File: src/rtl/rtc_bus_arbiter_if.sv
// Requester-side handshake bundle for the RTC bus arbiter.
// Masters raise requests; the arbiter returns acks, read data and busy.
interface rtc_bus_arbiter_if;
  logic       req0_valid;
  logic       req0_wr;
  logic [7:0] req0_addr;
  logic [7:0] req0_wdata;
  logic       req0_ack;
  logic       req1_valid;
  logic       req1_wr;
  logic [7:0] req1_addr;
  logic [7:0] req1_wdata;
  logic       req1_ack;
  logic [7:0] rdata;
  logic       rdata_valid;
  logic       busy;

  modport master (
    output req0_valid, req0_wr, req0_addr, req0_wdata,
    output req1_valid, req1_wr, req1_addr, req1_wdata,
    input  req0_ack, req1_ack, rdata, rdata_valid, busy
  );

  modport slave (
    input  req0_valid, req0_wr, req0_addr, req0_wdata,
    input  req1_valid, req1_wr, req1_addr, req1_wdata,
    output req0_ack, req1_ack, rdata, rdata_valid, busy
  );
endinterface

File: src/rtl/rtc_bus_arbiter.sv
// RTC mux-bus arbiter: two requesters, one latched transaction per grant.
// Define RTC_ARB_FIXED_PRIO_EN for fixed req1 priority (default: round robin).
module rtc_bus_arbiter #(
  parameter int T_PHASE = 10,
  parameter int T_GAP   = 4
) (
  input  logic             clk,
  input  logic             reset,
  rtc_bus_arbiter_if.slave rq,
  output logic             cs_n,
  output logic             ad_n,
  output logic             rd_n,
  output logic             wr_n,
  output logic [7:0]       bus_dout,
  output logic             bus_oe,
  input  logic [7:0]       bus_din
);

  localparam int TMAX = (T_PHASE > T_GAP) ? T_PHASE : T_GAP;
  localparam int CW   = $clog2(TMAX + 1);
  localparam logic [CW-1:0] PH_LD  = CW'(T_PHASE - 1);
  localparam logic [CW-1:0] GAP_LD = CW'(T_GAP - 1);

  localparam logic [2:0] S_IDLE = 3'd0;
  localparam logic [2:0] S_ADDR = 3'd1;
  localparam logic [2:0] S_AREL = 3'd2;
  localparam logic [2:0] S_DATA = 3'd3;
  localparam logic [2:0] S_DREL = 3'd4;
  localparam logic [2:0] S_GAP  = 3'd5;

  logic [2:0]    state_q, state_d;
  logic [CW-1:0] cnt_q, cnt_d;
  logic          id_q, id_d;
  logic          wr_q, wr_d;
  logic [7:0]    addr_q, addr_d;
  logic [7:0]    wdata_q, wdata_d;
  logic [7:0]    rdata_q, rdata_d;
  logic          gnt1;
  logic          any_req;
  logic          last;
  logic          ack0, ack1, rvalid;

  assign any_req = rq.req0_valid | rq.req1_valid;
  assign last    = (cnt_q == '0);

`ifdef RTC_ARB_FIXED_PRIO_EN
  // PicoBlaze requester always wins a tie
  always_comb gnt1 = rq.req1_valid;
`else
  logic rr_q, rr_d;

  // tie goes to whichever requester was not granted last
  always_comb begin
    gnt1 = rq.req1_valid & (~rq.req0_valid | ~rr_q);
    rr_d = (state_q == S_IDLE && any_req) ? gnt1 : rr_q;
  end

  // last-granted pointer; reset value favours req1
  always_ff @(posedge clk or posedge reset) begin
    if (reset) rr_q <= 1'b0;
    else       rr_q <= rr_d;
  end
`endif

  // phase sequencing, grant latch and read capture
  always_comb begin
    state_d = state_q;
    cnt_d   = cnt_q;
    id_d    = id_q;
    wr_d    = wr_q;
    addr_d  = addr_q;
    wdata_d = wdata_q;
    rdata_d = rdata_q;
    if (state_q != S_IDLE && !last) cnt_d = cnt_q - CW'(1);
    case (state_q)
      S_IDLE: begin
        if (any_req) begin
          state_d = S_ADDR;
          cnt_d   = PH_LD;
          id_d    = gnt1;
          wr_d    = gnt1 ? rq.req1_wr : rq.req0_wr;
          addr_d  = gnt1 ? rq.req1_addr : rq.req0_addr;
          wdata_d = gnt1 ? rq.req1_wdata : rq.req0_wdata;
        end
      end
      S_ADDR: begin
        if (last) begin
          state_d = S_AREL;
          cnt_d   = PH_LD;
        end
      end
      S_AREL: begin
        if (last) begin
          state_d = S_DATA;
          cnt_d   = PH_LD;
        end
      end
      S_DATA: begin
        if (last) begin
          state_d = S_DREL;
          cnt_d   = PH_LD;
          if (!wr_q) rdata_d = bus_din;
        end
      end
      S_DREL: begin
        if (last) begin
          state_d = S_GAP;
          cnt_d   = GAP_LD;
        end
      end
      S_GAP: begin
        if (last) begin
          state_d = S_IDLE;
          cnt_d   = '0;
        end
      end
      default: begin
        state_d = S_IDLE;
        cnt_d   = '0;
      end
    endcase
  end

  // state registers; reset drops the transaction without an ack
  always_ff @(posedge clk or posedge reset) begin
    if (reset) begin
      state_q <= S_IDLE;
      cnt_q   <= '0;
      id_q    <= 1'b0;
      wr_q    <= 1'b0;
      addr_q  <= '0;
      wdata_q <= '0;
      rdata_q <= '0;
    end else begin
      state_q <= state_d;
      cnt_q   <= cnt_d;
      id_q    <= id_d;
      wr_q    <= wr_d;
      addr_q  <= addr_d;
      wdata_q <= wdata_d;
      rdata_q <= rdata_d;
    end
  end

  // strobe and tristate decode; io_port never driven while rd_n is low
  always_comb begin
    cs_n     = 1'b1;
    ad_n     = 1'b1;
    rd_n     = 1'b1;
    wr_n     = 1'b1;
    bus_oe   = 1'b0;
    bus_dout = '0;
    ack0     = 1'b0;
    ack1     = 1'b0;
    rvalid   = 1'b0;
    case (state_q)
      S_ADDR: begin
        cs_n     = 1'b0;
        ad_n     = 1'b0;
        wr_n     = 1'b0;
        bus_oe   = 1'b1;
        bus_dout = addr_q;
      end
      S_AREL: begin
        bus_oe   = 1'b1;
        bus_dout = addr_q;
      end
      S_DATA: begin
        cs_n = 1'b0;
        if (wr_q) begin
          wr_n     = 1'b0;
          bus_oe   = 1'b1;
          bus_dout = wdata_q;
        end else begin
          rd_n = 1'b0;
        end
      end
      S_DREL: begin
        if (wr_q) begin
          bus_oe   = 1'b1;
          bus_dout = wdata_q;
        end
        if (last) begin
          ack0   = ~id_q;
          ack1   = id_q;
          rvalid = ~wr_q;
        end
      end
      default: ;
    endcase
  end

  assign rq.req0_ack    = ack0;
  assign rq.req1_ack    = ack1;
  assign rq.rdata_valid = rvalid;
  assign rq.rdata       = rdata_q;
  assign rq.busy        = (state_q != S_IDLE);

endmodule

File: src/flat_wrapper.sv
// flat-port wrapper written by rule: the top's interface ports become plain ports
module rtc_bus_arbiter_flat 
#(
  parameter int T_PHASE = 10,
  parameter int T_GAP   = 4
)
  (clk, reset, cs_n, ad_n, rd_n, wr_n, bus_dout, bus_oe, bus_din, rq_req0_valid, rq_req0_wr, rq_req0_addr, rq_req0_wdata, rq_req1_valid, rq_req1_wr, rq_req1_addr, rq_req1_wdata, rq_req0_ack, rq_req1_ack, rq_rdata, rq_rdata_valid, rq_busy);
  rtc_bus_arbiter_if rq_i ();
  input  logic clk;
  input  logic reset;
  output logic cs_n;
  output logic ad_n;
  output logic rd_n;
  output logic wr_n;
  output logic [7:0] bus_dout;
  output logic bus_oe;
  input  logic [7:0] bus_din;
  input wire logic [$bits(rq_i.req0_valid)-1:0] rq_req0_valid;
  input wire logic [$bits(rq_i.req0_wr)-1:0] rq_req0_wr;
  input wire logic [$bits(rq_i.req0_addr)-1:0] rq_req0_addr;
  input wire logic [$bits(rq_i.req0_wdata)-1:0] rq_req0_wdata;
  input wire logic [$bits(rq_i.req1_valid)-1:0] rq_req1_valid;
  input wire logic [$bits(rq_i.req1_wr)-1:0] rq_req1_wr;
  input wire logic [$bits(rq_i.req1_addr)-1:0] rq_req1_addr;
  input wire logic [$bits(rq_i.req1_wdata)-1:0] rq_req1_wdata;
  output wire logic [$bits(rq_i.req0_ack)-1:0] rq_req0_ack;
  output wire logic [$bits(rq_i.req1_ack)-1:0] rq_req1_ack;
  output wire logic [$bits(rq_i.rdata)-1:0] rq_rdata;
  output wire logic [$bits(rq_i.rdata_valid)-1:0] rq_rdata_valid;
  output wire logic [$bits(rq_i.busy)-1:0] rq_busy;
  assign rq_i.req0_valid = rq_req0_valid;
  assign rq_i.req0_wr = rq_req0_wr;
  assign rq_i.req0_addr = rq_req0_addr;
  assign rq_i.req0_wdata = rq_req0_wdata;
  assign rq_i.req1_valid = rq_req1_valid;
  assign rq_i.req1_wr = rq_req1_wr;
  assign rq_i.req1_addr = rq_req1_addr;
  assign rq_i.req1_wdata = rq_req1_wdata;
  assign rq_req0_ack = rq_i.req0_ack;
  assign rq_req1_ack = rq_i.req1_ack;
  assign rq_rdata = rq_i.rdata;
  assign rq_rdata_valid = rq_i.rdata_valid;
  assign rq_busy = rq_i.busy;
  rtc_bus_arbiter #(.T_PHASE(T_PHASE), .T_GAP(T_GAP)) u_core (.clk(clk), .reset(reset), .rq(rq_i), .cs_n(cs_n), .ad_n(ad_n), .rd_n(rd_n), .wr_n(wr_n), .bus_dout(bus_dout), .bus_oe(bus_oe), .bus_din(bus_din));
endmodule
File: config.mk
export PLATFORM = sky130hd
export DESIGN_NAME = rtc_bus_arbiter_flat
export DESIGN_NICKNAME = d
export VERILOG_FILES = /design/src/rtl/rtc_bus_arbiter_if.sv /design/src/rtl/rtc_bus_arbiter.sv /design/src/flat_wrapper.sv
export SDC_FILE = /design/constraint.sdc
export NUM_CORES = 1
export LEC_CHECK = 0
export ABC_AREA = 1
export CORE_UTILIZATION = 43
export DETAILED_ROUTE_END_ITERATION = 10
export PLACE_DENSITY_LB_ADDON = 0.3
export REMOVE_ABC_BUFFERS = 1
export SLEW_MARGIN = 30
export SYNTH_ARGS = -nofsm -noshare
export SYNTH_HDL_FRONTEND = slang
export SYNTH_SLANG_ARGS = --single-unit
File: constraint.sdc
create_clock -name clk -period 1.7 [get_ports clk]
set_input_delay 0.425 -clock clk [delete_from_list [all_inputs] [get_ports clk]]
set_output_delay 0.425 -clock clk [all_outputs]
set_load 0.03 [all_outputs]
==> run_results.csv, run 1 <==
group,metric,value,unit
yosys,synth_largest_area_cell,"dfrtp_1",
yosys,netlist_top_cells_area,"dfrtp_1 (47%), nand2_1 (10%), o22ai_1 (8.5%)",
yosys,seq_area_frac_synth,46.7,%
global_routing,antenna_found_initial,0,
power_and_ir_drop,power.leakage,1.41,nW
yosys,synth_seq_cells,33,
yosys,syn_avg_cell_area,7.78,µm²
cells_and_area,n_fill_cell,258,
placed_design,routabilityCongestion,0.837,
clock_tree,clkTransAtPathRegs,80,ps
critical_path,ff2ff_setup_slack,50,ps
floorplan,die-height,66.1,µm
critical_path,arrival,1570,ps
power_and_ir_drop,power_switching,0.00272,W
power_and_ir_drop,p_total,0.00582,W
floorplan,core,3800,µm²
drt,vias,1912,
timing,slew_headroom,68.0,%
timing,fmax,0.501,GHz
floorplan,num_rows,22,
clock_tree,cts.sinks,33,
critical_path,crit_type,"reg2out",
global_routing,overflow,0,
drt,antenna_left,0,
power_and_ir_drop,power.internal,0.00310,W
timing,finalSetupTns,-3410,ps
status,violations,"setup timing",
drt,first_pass_iters,4,
placed_design,hpwl,3.25,mm
critical_path,crit_fanout,4,
critical_path,crit_end,"bus_dout[1]",
clock_tree,htreeDepth,2,
yosys,netlist_area,1770,µm²
clock_tree,hold_buffers,0,
timing,period_share,117,%
worst_hold_path,hold_path_class,"reg2reg",
timing,min_period,1990,ps
drt,drtIter0Drc,80,
global_routing,grt_pass1_vias,1896,
yosys,netlist_instances,227,
critical_path,endpoint_kind,"output pin",
drt,drc,0,
timing,finalSetupViolCount,15,
power_and_ir_drop,pwr_density_cell,1990,nW/µm²
global_routing,grt_usage,25.2,%
critical_path,critPathLaunch,"u_core.state_q[0]",
timing,fin_skew,4.13,ps
job,cap_viol_max_count,0,
yosys,netlist.area_leader.share,46.7,%
critical_path,critical_path_required,1270,ps
critical_path,cp-start-kind,"register",
drt,wl,5.29,mm
timing,setup_slack,-295,ps
global_routing,grt_pass1_wl,8.35,mm
yosys,synth_cell_types,23,
floorplan,design.die.area,4370,µm²
cells_and_area,seqCellArea,828,µm²
clock_tree,cts_tree,"done",
clock_tree,cts_buffers,5,
power_and_ir_drop,power_frac_seq,24.1,%
cells_and_area,multi_input_area,905,µm²
clock_tree,root_buffer,"clkbuf_8",
global_routing,grt_max_degree,38,
cells_and_area,drive_gt1_share,26.2,%
placed_design,portBuffers,70,
cells_and_area,area.growth.synth_to_final,65.6,%
critical_path,reg2reg_depth,8,
power_and_ir_drop,power.share.clock,13.7,%
power_and_ir_drop,combPwrFrac,62.2,%
timing,tightest_slew,479,ps
critical_path,rr_endpoint,"u_core.wdata_q[7]",
cells_and_area,nNetsFinal,367,
timing,hold-worst-slack,468,ps
floorplan,initial_core_util,46.5,%
clock_tree,clk_latency,290,ps
power_and_ir_drop,p_sw_share,46.8,%
yosys,yosys_warnings,0,
status,status,"finished with violations",
timing,maxSlewViolCount,0,
timing,hold_viol_final,0,
drt,wl_per_cell,14.3,µm
timing,grt_setup_unrepaired,"true",
floorplan,design.portCount,71,
critical_path,r2r-start,"u_core.state_q[0]",
floorplan,fp.dieW,66.1,µm
drt,vias_per_cell,5.18,
clock_tree,cts_max_path_buffers,2,
cells_and_area,antennaDiodeCount,0,
power_and_ir_drop,ir_drop,1.22,mV
-- power groups by stage --
stage	sequential, W	clock (W)	combinational [W]
after floorplan	0.00148	0	0.00179
after global placement	0.00135	0	0.00290
after detailed placement	0.00137	0	0.00296
after CTS	0.00138	0.000790	0.00340
after global routing	0.00144	0.000836	0.00391
final	0.00140	0.000798	0.00362
-- through the flow --
stage	setup WS, ps	utilization (%)	std cells	cell area, µm²
after floorplan	-244	-	222	1730
after detailed placement	-113	66.8	352	2540
final	-295	77.0	369	2930
after CTS	-233	75.5	366	2870
after global routing	-347	77.0	369	2930
after global placement	-69.0	66.8	352	2540
-- timing repair --
item / CTS / global route
setup endpoints to repair: 23 / 32
gates resized for setup: 53 / 7
pin swaps: 7 / 5
setup buffers: 6 / 2
cloned: 1 / 1
-- registers in the layout, indices dropped and copies added, names as in the netlist --
register	cells
u_core.rr_q	1
u_core.state_q	3
u_core.rq.rdata	8
u_core.wdata_q	8
u_core.cnt_q	4
u_core.addr_q	8
u_core.wr_q	1
-- metal layers --
layer  vias up  global-route usage [%]  wire length (µm)
met5         -                       0                 0
li1        931                       -                 -
met2        73                    46.3              2820
met3         9                    7.24               334
met1       899                    28.4              2060
met4         0                    6.12                80
-- how the worst min path moves through the flow --
stage                             startpoint                  to  slack [ps]  depth (start not counted)
final                     u_core.rq.rdata[0]  u_core.rq.rdata[0]         470                          2
after global routing      u_core.rq.rdata[0]  u_core.rq.rdata[0]         480                          2
after CTS                 u_core.rq.rdata[0]  u_core.rq.rdata[0]         470                          2
after detailed placement  u_core.rq.rdata[0]  u_core.rq.rdata[0]         460                          2
after global placement    u_core.rq.rdata[1]  u_core.rq.rdata[1]         450                          2
after floorplan              u_core.cnt_q[0]     u_core.cnt_q[0]         480                          2
-- synth_stat cells --
cell and instances:
clkbuf_2 1, dfrtp_1 33, nor3_1 1, nand2_2 4, buf_6 2, clkbuf_1 1
a21oi_1 1, nand2_4 1, nand2_1 49, o21bai_1 1, o22ai_1 24, ha_1 1
nand3_1 14, o21ai_0 23, xor2_1 1, nor2_8 2, inv_2 4, o21ai_1 1
nor2_2 2, nor2_1 25, nand3_2 2, buf_2 1, inv_1 33
-- placed cells by master, fill, tap and decap left out --
| cell | netlist | final |
|---|---|---|
| inv_2 | 4 | 5 |
| o21ai_1 | 1 | 2 |
| o21bai_1 | 1 | 1 |
| a21oi_1 | 1 | 1 |
| nor2_8 | 2 | 2 |
| o22ai_1 | 24 | 16 |
| nor3_1 | 1 | 1 |
| dfrtp_2 | 0 | 2 |
| nand2_1 | 49 | 44 |
| nor2_2 | 2 | 2 |
| xor2_1 | 1 | 1 |
| nand3_2 | 2 | 2 |
| nand3_1 | 14 | 14 |
| inv_1 | 33 | 29 |
| inv_4 | 0 | 2 |
| buf_12 | 0 | 1 |
| clkdlybuf4s50_1 | 0 | 45 |
| buf_6 | 2 | 16 |
| o21ai_0 | 23 | 22 |
| clkinvlp_4 | 0 | 1 |
| nor2_1 | 25 | 22 |
| nand2_2 | 4 | 7 |
| nand2_8 | 0 | 1 |
| o22ai_2 | 0 | 8 |
| bufinv_16 | 0 | 1 |
| ha_4 | 0 | 1 |
| nand2_4 | 1 | 3 |
| buf_4 | 0 | 19 |
| nor2_4 | 0 | 4 |
| clkbuf_8 | 0 | 6 |
| dfrtp_1 | 33 | 31 |
| inv_6 | 0 | 1 |
| dlygate4sd2_1 | 0 | 8 |
-- critical path: stages, from the launching register on --
cell     delay, ps
dfrtp_2        460
nor2_4         140
nand2_2         90
nand2_2        150
nand2_4        100
o22ai_2        180
buf_6          160
-- cell families after synthesis --
logic type      after synthesis  synth area share (%)
simple gates                100                  26.1
compound gates               50                  16.0
flops                        33                  46.7
fa+ha+maj                     1                 0.708
buf+inv                      42                  9.91
xor+xnor                      1                 0.496
-- layout make-up --
class | instances | area share [%]
timing repair buffer | 89 | 29.5
inverter | 37 | 5.09
clock buffer | 6 | 2.82
tap | 48 | 2.05
sequential | 33 | 28.3
multi-input combinational | 154 | 30.9
clock inverter | 2 | 1.28
Power figures use the tool's default switching activity.
==> run 2, diff against run 1 <==
- REMOVE_ABC_BUFFERS: 1 -> default
==> run 2 against run 1 <==
Compared with the run above:
- the run still ends with setup timing left
- worst setup slack gained 72 ps
- sequential share of layout area shrank 1.3 points
- first-iteration DRC count is 30% higher
- count of clock-buffer cells in the layout rose by 1
- global-route usage decreased by 0.65 points
==> run_results.csv, run 2 (synthesis results as in run 1) <==
group,metric,value,unit
drt,wl_per_cell,13.5,µm
clock_tree,clkTransAtPathRegs,70,ps
critical_path,cp_slowest_cell,"dfrtp_1",
status,status,"finished with violations",
critical_path,arrival,1500,ps
critical_path,r2r-start,"u_core.cnt_q[0]",
timing,setup_slack,-222,ps
status,violations,"setup timing",
cells_and_area,antennaDiodeCount,0,
cells_and_area,layout_common_cells,"clkdlybuf4s50_1 (45), nand2_1 (42), dfrtp_1 (31), inv_1 (29), o21ai_0 (23)",
cells_and_area,area.growth.synth_to_final,73.4,%
drt,vias_per_cell,5.16,
timing,period_share,113,%
global_routing,overflow,0,
drt,vias,1919,
timing,maxSlewViolCount,0,
critical_path,cp.buffers_inverters,4,
timing,fin_skew,4.48,ps
critical_path,critPathTopFamily,"buffers and inverters",
critical_path,slowest_delay,430,ps
cells_and_area,postLayoutCoreUtil,80.7,%
placed_design,portBuffers,70,
timing,tightest_slew,480,ps
timing,slew_headroom,68.0,%
clock_tree,hold_buffers,0,
cells_and_area,nNetsFinal,370,
global_routing,grt_pass1_vias,1795,
worst_hold_path,worstHoldStart,"u_core.rq.rdata[4]",
clock_tree,cts.sinks,33,
timing,fmax,0.520,GHz
cells_and_area,drive_gt1_share,28.1,%
clock_tree,cts_buffers,5,
floorplan,initial_core_util,46.5,%
drt,first_pass_iters,4,
critical_path,endpoint_kind,"output pin",
cells_and_area,design_area,3060,µm²
power_and_ir_drop,ir_drop,0.978,mV
global_routing,grt_max_degree,38,
global_routing,antenna_found_initial,0,
floorplan,fp.dieW,66.1,µm
worst_hold_path,hold_path_class,"reg2reg",
clock_tree,htreeDepth,2,
drt,wl,5.03,mm
placed_design,placed_cell_area,2710,µm²
floorplan,core,3800,µm²
floorplan,design.portCount,71,
timing,hold-worst-slack,467,ps
floorplan,design.die.area,4370,µm²
placed_design,routabilityCongestion,0.864,
critical_path,critical_path_required,1270,ps
timing,min_period,1920,ps
floorplan,num_rows,22,
drt,drc,0,
cells_and_area,final_common_cell,"clkdlybuf4s50_1",
critical_path,ff2ff_setup_slack,160,ps
job,cap_viol_max_count,0,
critical_path,cp_common_cell,"buf_6",
drt,antenna_left,0,
worst_hold_path,hold-path-endpoint,"u_core.rq.rdata[4]",
clock_tree,cts_tree,"done",
critical_path,cp-start-kind,"register",
critical_path,path_cells,"buf_6, inv_4, nand3_4, nand2_8, inv_8, o22ai_4, buf_6",
clock_tree,clk_latency,280,ps
power_and_ir_drop,pwr_density_cell,1990,nW/µm²
critical_path,rr_endpoint,"u_core.cnt_q[1]",
critical_path,reg2reg_depth,8,
timing,grt_setup_unrepaired,"true",
placed_design,dp_slack,-122,ps
critical_path,crit_fanout,5,
drt,drtIter0Drc,104,
timing,finalSetupViolCount,15,
yosys,synth_nets,274,
worst_hold_path,holdPathStages,2,
clock_tree,cts_max_path_buffers,2,
global_routing,grt_usage,24.6,%
timing,hold_viol_final,0,
clock_tree,root_buffer,"clkbuf_8",
critical_path,crit_type,"reg2out",
floorplan,die-height,66.1,µm
power_and_ir_drop,power.leakage,1.42,nW
global_routing,grt_pass1_wl,8.07,mm
placed_design,hpwl,3.19,mm
[run 2: changes by cell type in the layout (fill, tap and decap cells not counted), sizes merged]
cell / delta
buf: +2
bufinv: -1
clkbuf: +1
clkinv: +1
clkinvlp: -1
inv: +1
[run 2: metrics by stage]
stage | total power (W) | setup TNS [ps] | std cells
after detailed placement | 0.00482 | -1540 | 354
final | 0.00610 | -2610 | 372
after CTS | 0.00597 | -2410 | 370
after global placement | 0.00474 | -733 | 354
after global routing | 0.00653 | -3840 | 372
after floorplan | 0.00373 | -180 | 227
[run 2: timing repair]
action | in CTS | in global routing
gates cloned | 2 | 1
pin swaps | 4 | 2
endpoints found under the hold margin | 0 | 0
gates resized for setup | 52 | 6
setup endpoints to repair | 23 | 18
setup buffers | 7 | 1
[run 2: worst max-delay path by stage]
stage | start | to | slack [ps] | depth (start not counted)
floorplan | u_core.cnt_q[0] | rq_rdata_valid | -60 | 6
global placement | rq_req1_valid | u_core.wr_q | -50 | 5
detailed placement | rq_req1_valid | u_core.addr_q[5] | -120 | 5
CTS | u_core.state_q[0] | bus_dout[1] | -220 | 7
global route | u_core.state_q[0] | bus_dout[1] | -300 | 7
finish | u_core.state_q[2] | bus_dout[2] | -220 | 7
[run 2: routing by layer]
layer  vias to the layer above  global-route usage (%)  wire length (µm)
met5                         -                       0                 0
met1                       901                    29.5              2100
met4                         0                    5.85                80
li1                        934                       -                 -
met3                        11                    5.69               262
met2                        73                    44.1              2580
[run 2: power breakdown]
part           internal, W  leakage [nW]  switching [W]
registers          0.00116         0.386       0.000234
logic              0.00168         0.979        0.00239
clock network     0.000366        0.0542       0.000279
total              0.00320          1.42        0.00290
[run 2: worst reg2reg max path, cell delays in order, from the launching register on]
cell     delay (ps)
dfrtp_1         390
inv_2            80
ha_2            200
nand3_2         100
buf_4           170
nand3_1         160
nand3_2         160
nor2_1          120
nor2_1           60
[run 2: final cells by class]
| cell class | instances | area [µm²] |
|---|---|---|
| timing repair inverter | 1 | 8.76 |
| sequential | 33 | 828 |
| timing repair buffer | 91 | 898 |
| multi-input combinational | 154 | 1020 |
| inverter | 37 | 151 |
| clock buffer | 7 | 96.3 |
| fill | 250 | 734 |
| clock inverter | 1 | 5.00 |
| tap | 48 | 60.1 |
